## config.mk

```make
export PLATFORM = sky130hd
export DESIGN_NAME = mem_port_arbiter
export DESIGN_NICKNAME = d
export VERILOG_FILES = /design/src/rtl/mem_port_arbiter_pkg.sv /design/src/rtl/mem_port_arbiter_lsu_align.sv /design/src/rtl/mem_port_arbiter.sv
export SDC_FILE = /design/constraint.sdc
export NUM_CORES = 1
export LEC_CHECK = 0
export CORE_ASPECT_RATIO = 0.7
export CORE_UTILIZATION = 46
export DETAILED_ROUTE_END_ITERATION = 10
export GPL_TIMING_DRIVEN = 0
export PLACE_DENSITY_LB_ADDON = 0.25
export SLEW_MARGIN = 20
export SYNTH_ARGS = -nofsm -noshare
export SYNTH_HDL_FRONTEND = slang
export SYNTH_SLANG_ARGS = --single-unit
```

## constraint.sdc

```tcl
create_clock -name clk -period 3.73 [get_ports clk]
set_clock_uncertainty 0.05 [all_clocks]
set_input_delay 0.9325 -clock clk [delete_from_list [all_inputs] [get_ports clk]]
set_output_delay 0.9325 -clock clk [all_outputs]
set_load 0.02 [all_outputs]
```

## src/rtl/mem_port_arbiter_pkg.sv

```systemverilog
// Shared types and constants for the memory port arbiter and its lane aligner.
// Trap check helper is only referenced when MEM_ARB_MISALIGN_TRAP_EN is defined.
package mem_port_arbiter_pkg;

    typedef enum logic [1:0] {
        MA_IDLE,
        MA_REQ,
        MA_WAIT,
        MA_RESP
    } mem_arb_state_t;

    typedef enum logic {
        OWN_FETCH,
        OWN_DATA
    } mem_arb_owner_t;

    // Load funct3 encodings
    localparam logic [2:0] FUNCT3_LB  = 3'b000;
    localparam logic [2:0] FUNCT3_LH  = 3'b001;
    localparam logic [2:0] FUNCT3_LW  = 3'b010;
    localparam logic [2:0] FUNCT3_LBU = 3'b100;
    localparam logic [2:0] FUNCT3_LHU = 3'b101;

    // Store funct3 encodings
    localparam logic [2:0] FUNCT3_SB  = 3'b000;
    localparam logic [2:0] FUNCT3_SH  = 3'b001;
    localparam logic [2:0] FUNCT3_SW  = 3'b010;

    // True when a data access is misaligned for its size or uses an unassigned funct3
    function automatic logic mem_arb_access_bad(input logic       we,
                                                input logic [2:0] funct3,
                                                input logic [1:0] addr_lo);
        logic bad;
        bad = 1'b0;
        if (we) begin
            case (funct3)
                FUNCT3_SB: bad = 1'b0;
                FUNCT3_SH: bad = addr_lo[0];
                FUNCT3_SW: bad = |addr_lo;
                default:   bad = 1'b1;
            endcase
        end else begin
            case (funct3)
                FUNCT3_LB, FUNCT3_LBU: bad = 1'b0;
                FUNCT3_LH, FUNCT3_LHU: bad = addr_lo[0];
                FUNCT3_LW:             bad = |addr_lo;
                default:               bad = 1'b1;
            endcase
        end
        return bad;
    endfunction

endpackage

```

## src/rtl/mem_port_arbiter_lsu_align.sv

```systemverilog
// Combinational lane aligner: store byte enables / data replication and
// load lane selection with sign or zero extension. Unassigned funct3 values
// fall through to full-word behaviour.
module mem_port_arbiter_lsu_align
    import mem_port_arbiter_pkg::*;
(
    input  logic        we_i,
    input  logic [2:0]  funct3_i,
    input  logic [1:0]  addr_lo_i,
    input  logic [31:0] wdata_i,
    input  logic [31:0] rdata_i,
    output logic [3:0]  be_o,
    output logic [31:0] wdata_o,
    output logic [31:0] rdata_o
);

    logic [7:0]  ld_byte;
    logic [15:0] ld_half;

    // Store side: byte enables and replicated write data
    always_comb begin
        be_o    = '1;
        wdata_o = wdata_i;
        if (we_i) begin
            case (funct3_i)
                FUNCT3_SB: begin
                    be_o    = 4'b0001 << addr_lo_i;
                    wdata_o = {4{wdata_i[7:0]}};
                end
                FUNCT3_SH: begin
                    be_o    = 4'b0011 << {addr_lo_i[1], 1'b0};
                    wdata_o = {2{wdata_i[15:0]}};
                end
                default: ;
            endcase
        end
    end

    // Load side: pick the addressed lane and extend it
    always_comb begin
        case (addr_lo_i)
            2'd0:    ld_byte = rdata_i[7:0];
            2'd1:    ld_byte = rdata_i[15:8];
            2'd2:    ld_byte = rdata_i[23:16];
            default: ld_byte = rdata_i[31:24];
        endcase
        ld_half = addr_lo_i[1] ? rdata_i[31:16] : rdata_i[15:0];
        case (funct3_i)
            FUNCT3_LB:  rdata_o = {{24{ld_byte[7]}}, ld_byte};
            FUNCT3_LBU: rdata_o = {24'h000000, ld_byte};
            FUNCT3_LH:  rdata_o = {{16{ld_half[15]}}, ld_half};
            FUNCT3_LHU: rdata_o = {16'h0000, ld_half};
            default:    rdata_o = rdata_i;
        endcase
    end

endmodule

```

## src/rtl/mem_port_arbiter.sv

```systemverilog
// Memory port arbiter: shares one 32-bit memory port between instruction
// fetch and load/store, data having priority, one transaction in flight.
// Optional feature: define MEM_ARB_MISALIGN_TRAP_EN to reject misaligned or
// illegal data accesses in IDLE with d_err instead of issuing them.
module mem_port_arbiter
    import mem_port_arbiter_pkg::*;
#(
    parameter int unsigned RSP_TIMEOUT = 255
) (
    input  logic        clk,
    input  logic        rst_n,
    input  logic        if_req,
    input  logic [31:0] if_addr,
    output logic        if_gnt,
    output logic        if_rvalid,
    output logic [31:0] if_rdata,
    output logic        if_err,
    input  logic        d_req,
    input  logic        d_we,
    input  logic [2:0]  d_funct3,
    input  logic [31:0] d_addr,
    input  logic [31:0] d_wdata,
    output logic        d_gnt,
    output logic        d_rvalid,
    output logic [31:0] d_rdata,
    output logic        d_err,
    output logic        mem_req,
    output logic        mem_we,
    output logic [31:0] mem_addr,
    output logic [3:0]  mem_be,
    output logic [31:0] mem_wdata,
    input  logic        mem_gnt,
    input  logic        mem_rvalid,
    input  logic [31:0] mem_rdata
);

    localparam int unsigned CNT_W = (RSP_TIMEOUT > 1) ? $clog2(RSP_TIMEOUT) : 1;
    localparam logic [CNT_W-1:0] CNT_LAST = CNT_W'(RSP_TIMEOUT - 1);

    mem_arb_state_t   state_q, state_d;
    mem_arb_owner_t   owner_q, owner_d;
    logic             we_q, we_d;
    logic [2:0]       funct3_q, funct3_d;
    logic [31:0]      addr_q, addr_d;
    logic [31:0]      wdata_q, wdata_d;
    logic [CNT_W-1:0] cnt_q, cnt_d;
    logic [31:0]      rdata_q, rdata_d;
    logic             err_q, err_d;

    logic [3:0]       al_be;
    logic [31:0]      al_wdata;
    logic [31:0]      al_rdata;

    // Fetches are latched as LW so the aligner passes the word straight through
    mem_port_arbiter_lsu_align u_lsu_align (
        .we_i      (we_q),
        .funct3_i  (funct3_q),
        .addr_lo_i (addr_q[1:0]),
        .wdata_i   (wdata_q),
        .rdata_i   (mem_rdata),
        .be_o      (al_be),
        .wdata_o   (al_wdata),
        .rdata_o   (al_rdata)
    );

    // State and latched-request registers
    always_ff @(posedge clk or negedge rst_n) begin
        if (!rst_n) begin
            state_q  <= MA_IDLE;
            owner_q  <= OWN_FETCH;
            we_q     <= 1'b0;
            funct3_q <= '0;
            addr_q   <= '0;
            wdata_q  <= '0;
            cnt_q    <= '0;
            rdata_q  <= '0;
            err_q    <= 1'b0;
        end else begin
            state_q  <= state_d;
            owner_q  <= owner_d;
            we_q     <= we_d;
            funct3_q <= funct3_d;
            addr_q   <= addr_d;
            wdata_q  <= wdata_d;
            cnt_q    <= cnt_d;
            rdata_q  <= rdata_d;
            err_q    <= err_d;
        end
    end

    // Next-state, grant, memory request and response outputs
    always_comb begin
        state_d   = state_q;
        owner_d   = owner_q;
        we_d      = we_q;
        funct3_d  = funct3_q;
        addr_d    = addr_q;
        wdata_d   = wdata_q;
        cnt_d     = cnt_q;
        rdata_d   = rdata_q;
        err_d     = err_q;

        if_gnt    = 1'b0;
        if_rvalid = 1'b0;
        if_rdata  = '0;
        if_err    = 1'b0;
        d_gnt     = 1'b0;
        d_rvalid  = 1'b0;
        d_rdata   = '0;
        d_err     = 1'b0;
        mem_req   = 1'b0;
        mem_we    = 1'b0;
        mem_addr  = '0;
        mem_be    = '0;
        mem_wdata = '0;

        case (state_q)
            MA_IDLE: begin
                if (d_req) begin
                    d_gnt    = 1'b1;
                    owner_d  = OWN_DATA;
                    we_d     = d_we;
                    funct3_d = d_funct3;
                    addr_d   = d_addr;
                    wdata_d  = d_wdata;
                    err_d    = 1'b0;
                    rdata_d  = '0;
                    state_d  = MA_REQ;
`ifdef MEM_ARB_MISALIGN_TRAP_EN
                    if (mem_arb_access_bad(d_we, d_funct3, d_addr[1:0])) begin
                        err_d   = 1'b1;
                        state_d = MA_RESP;
                    end
`endif
                end else if (if_req) begin
                    if_gnt   = 1'b1;
                    owner_d  = OWN_FETCH;
                    we_d     = 1'b0;
                    funct3_d = FUNCT3_LW;
                    addr_d   = if_addr;
                    wdata_d  = '0;
                    err_d    = 1'b0;
                    rdata_d  = '0;
                    state_d  = MA_REQ;
                end
            end
            MA_REQ: begin
                mem_req   = 1'b1;
                mem_we    = we_q;
                mem_addr  = {addr_q[31:2], 2'b00};
                mem_be    = al_be;
                mem_wdata = we_q ? al_wdata : '0;
                if (mem_gnt) begin
                    cnt_d   = '0;
                    state_d = MA_WAIT;
                end
            end
            MA_WAIT: begin
                if (mem_rvalid) begin
                    rdata_d = we_q ? '0 : al_rdata;
                    err_d   = 1'b0;
                    state_d = MA_RESP;
                end else if ((RSP_TIMEOUT != 0) && (cnt_q == CNT_LAST)) begin
                    rdata_d = '0;
                    err_d   = 1'b1;
                    state_d = MA_RESP;
                end else begin
                    cnt_d = cnt_q + CNT_W'(1);
                end
            end
            MA_RESP: begin
                if (owner_q == OWN_DATA) begin
                    d_rvalid = 1'b1;
                    d_rdata  = rdata_q;
                    d_err    = err_q;
                end else begin
                    if_rvalid = 1'b1;
                    if_rdata  = rdata_q;
                    if_err    = err_q;
                end
                state_d = MA_IDLE;
            end
            default: state_d = MA_IDLE;
        endcase
    end

endmodule

```

==> summary.md <==
| Metric | Value |
|---|---|
| Lkg Pwr | roughly 4.3 nW |
| Distinct cells, synth | 55 |
| YS warnings | 0 |
| Critical path buffer and inverter count | 4 |
| RR Startpoint | state_q[0]$_DFFE_PN0P_ |
| Final #Nets | 1104 |
| Synth area leaders | dfrtp_1, mux2i_1, and2_1 |
| Synth top area share | 0.441 |
| Die H | 100 um |
| Final Wtd Congestion | around 0.9 |
| Root Driver | clkbuf_16 |
| Share of cells above drive strength 1 | 0.0519 |
| Chip width | between 100 and 150 um |
| Final WL | 21.4 mm |
| CTS tree | done |
| Peak VDD IR | 0.000326 V |
| Total core area | around 13000 um2 |
| All-Layer GR Usage | 0.301 |
| Fin Setup TNS | 0 ns |
| First-pass GRT wire length | between 30 and 40 mm |
| PnR worst setup slack | between 0.1 and 0.15 ns |
| Cell-internal power | approximately 3.6 mW |
| I/O Buffers | around 270 |
| Top Family by Delay on Critical Path | buffers and inverters |
| Total grt overflow | 0 |
| Clock Power Share | 0.151 |
| Worst Max-Slew Pin Slew | ~0.9 ns |
| Die ar. | 14300 um2 |
| Clk sinks | around 110 |
| CP max FO | 10 |
| Synth top cells by count | dfrtp_1, nand2_1, and2_1 |
| Hold worst-path end | addr_q[29]$_DFFE_PN0P_ |
| Worst R2R Path Depth | 8 |
| Initial Util | 0.478 |
| Final HPWL DP | roughly 17 mm |
| Comb pwr share | 0.515 |
| Crit path DAT | ~2.6 ns |
| CP Launch Type | flip-flop |
| Sw Share | 0.432 |
| Syn-to-layout area delta | 52.3% |
| Reg2reg end | rdata_q[0]$_DFFE_PN0P_ |
| Post-synth EDFFs | 0 |
| Row count | 35 |
| HP Class | reg2reg |
| Power per cell area | approximately 660 nW/um2 |
| Ant diodes | 0 |
| Crit path max-delay cell type | clkdlybuf4s50_1 |
| Drt drc | 0 |
| Initial DRC Count | 468 |
| Setup CP Type | reg2out |
| Vias in the first global route | just under 6000 |
| Crit. End Element | output pin |
| Clk_lat worst skew | approximately 0.34 ns |
| CP max stage delay | about 0.7 ns |
| Post-DRT Antenna Nets | 0 |
| Hold Crit Start | addr_q[29]$_DFFE_PN0P_ |
| Final hold violations | 0 |
| WL/cell | 18.6 um |
| Sw power | about 2.8 mW |
| Most frequent cell after synthesis | dfrtp_1 |
| Outcome | finished, final reports clean |
| # Post-CTS Setup Buffers | 0 |
| Number of synthesized register bits | 112 |
| Worst Hold Depth | 2 |
| Yosys top cell by area | dfrtp_1 |
| Post-synth top flop | dfrtp_1 |
| Flop-to-flop setup slack | around 1.3 ns |
| Placement Setup Slack | 0.126 ns |
| Vias | 6440 |
| Slew Viols, Final | 0 |
| Post-synth ARST share | 1.00 |
| Clock Path Buffers | 2 |
| # Max-Cap Violations | 0 |
| Final setup violation count | 0 |
| Worst EP required | 2.75 ns |
| Final Power | between 6 and 7 mW |
| Mapped Cells | a little under 700 |
| Clock-pin slew on the worst setup and hold paths | ~0.08 ns |
| Cells along the critical path | buf_2, buf_2, buf_2, mux2i_1, a211oi_1, clkdlybuf4s50_1 |
| CP most frequent cell | buf_2 |
| Initial antenna violation count | 0 |
| CTS buffer count | 9 |
| IO Pins | approximately 280 |
| RSZ-0062 raised after global routing | no |
| Drt first pass iters | 6 |
| Final period utilization | 0.972 |
| Flop pwr share | 0.334 |
| Max_slew headroom | 0.407 |
| Pin count of the biggest net entering global routing | a little over 60 |
| Syn_area_per_cell | 9.44 um2 |
| Crit path time final | 3.63 ns |
| CTS HTree Levels | 3 |
| Synthesized cell area | between 6000 and 7000 um2 |
| Fmax | around 280 MHz |
| Sequential fraction of the synthesis area | 0.441 |
| Vias per inst | about 5.6 |
[area by class of cell]
type                            count  area, um2
Buffer                             61        268
Clock buffer                       10        229
Clock inverter                      5       65.1
Fill cell                        1027       3620
Inverter                           11       41.3
Multi-Input combinational cell    490       3280
Sequential cell                   112       2800
Tap cell                          185        231
Timing Repair Buffer              275       2770
[stage by stage]
step	hold WS [ns]	cell area (um2)	util	instances
floorplan	0.392	6360	-	675
global placement	0.404	9340	0.701	1134
detailed placement	0.412	9370	0.704	1135
CTS	0.430	9670	0.726	1149
global route	0.453	9690	0.728	1149
finish	0.424	9690	0.728	1149
[per-layer routing]
layer  routed length (um)  track usage  vias to the layer above
met5                    0            0                        -
met4                  445       0.0811                        0
met3                 2220       0.0821                       39
met2                 9570        0.466                      365
met1                 9120        0.416                     3034
li1                     -            -                     3002
[worst max-delay path by stage]
stage,start,to,slack [ns],cells past startpoint
finish,funct3_q[0]$_DFFE_PN0P_,mem_wdata[25],0.10,6
global route,state_q[1]$_DFFE_PN0P_,mem_wdata[23],0.01,6
CTS,funct3_q[1]$_DFFE_PN0P_,mem_wdata[21],0.01,6
detailed placement,state_q[1]$_DFFE_PN0P_,mem_addr[29],0.13,7
global placement,rst_n,rdata_q[17]$_DFFE_PN0P_,-2.64,1
floorplan,state_q[1]$_DFFE_PN0P_,mem_wdata[28],0.85,6
[cells by family (layout without fill, tap and decap cells)]
group | after synthesis | in the layout | share of synthesized area
other cells | 1 | 2 | 0.000590
mux | 49 | 49 | 0.0803
buf+inv | 73 | 362 | 0.0478
flops | 112 | 112 | 0.441
compound gates | 184 | 184 | 0.210
simple gates | 249 | 249 | 0.209
fa+ha+maj | 6 | 6 | 0.0118
[worst reg2reg max path, stage by stage, from the launching register on]
cell	delay, ns
dfrtp_1	0.41
inv_1	0.12
ha_1	0.15
buf_4	0.14
nand2_1	0.14
or3_4	0.41
clkbuf_1	0.26
a311oi_1	0.49
a221o_1	0.19
[flip-flops by register name (all words and copies together), names as in the netlist]
register and count:
wdata_q 32, addr_q 32, rdata_q 32, cnt_q 8, state_q 2, funct3_q 3
owner_q 1, we_q 1, err_q 1
[power groups by stage]
stage                     sequential, mW  clock (mW)  combinational, mW
after floorplan                     1.98           0               2.06
after global placement              2.12           0               3.18
after detailed placement            2.13           0               3.24
after CTS                           2.12       0.984               3.25
after global routing                2.20        1.03               3.57
final                               2.13       0.965               3.29
[cells in the final DEF, fill, tap and decap left out, types with 2 or more instances in the layout]
master / n
or4_1: 2
and3_1: 42
a22o_1: 43
nor2_2: 3
or2_2: 2
nor2_1: 18
mux2i_1: 45
buf_4: 4
o21ai_0: 51
a21oi_1: 27
clkbuf_1: 40
a311oi_1: 4
nor2b_1: 5
a221o_1: 23
inv_1: 11
a211o_1: 5
buf_1: 4
nand3b_1: 2
a31oi_1: 5
nand2_1: 72
nand2b_1: 3
clkdlybuf4s50_1: 272
buf_6: 2
buf_2: 6
ha_1: 4
inv_6: 2
nand3_1: 20
clkinv_4: 2
a211oi_1: 8
and2_1: 66
clkbuf_2: 7
ha_2: 2
o2bb2ai_1: 2
or3_1: 4
clkbuf_16: 9
conb_1: 2
mux2_2: 3
dfrtp_1: 112
o31ai_1: 3
[repair_timing]
action,CTS,global route
endpoints found under the hold margin,0,0
hold buffers,0,0
resized for setup,4,16
setup endpoints to repair,72,50
Note: power is estimated with default switching activity, not from simulation.
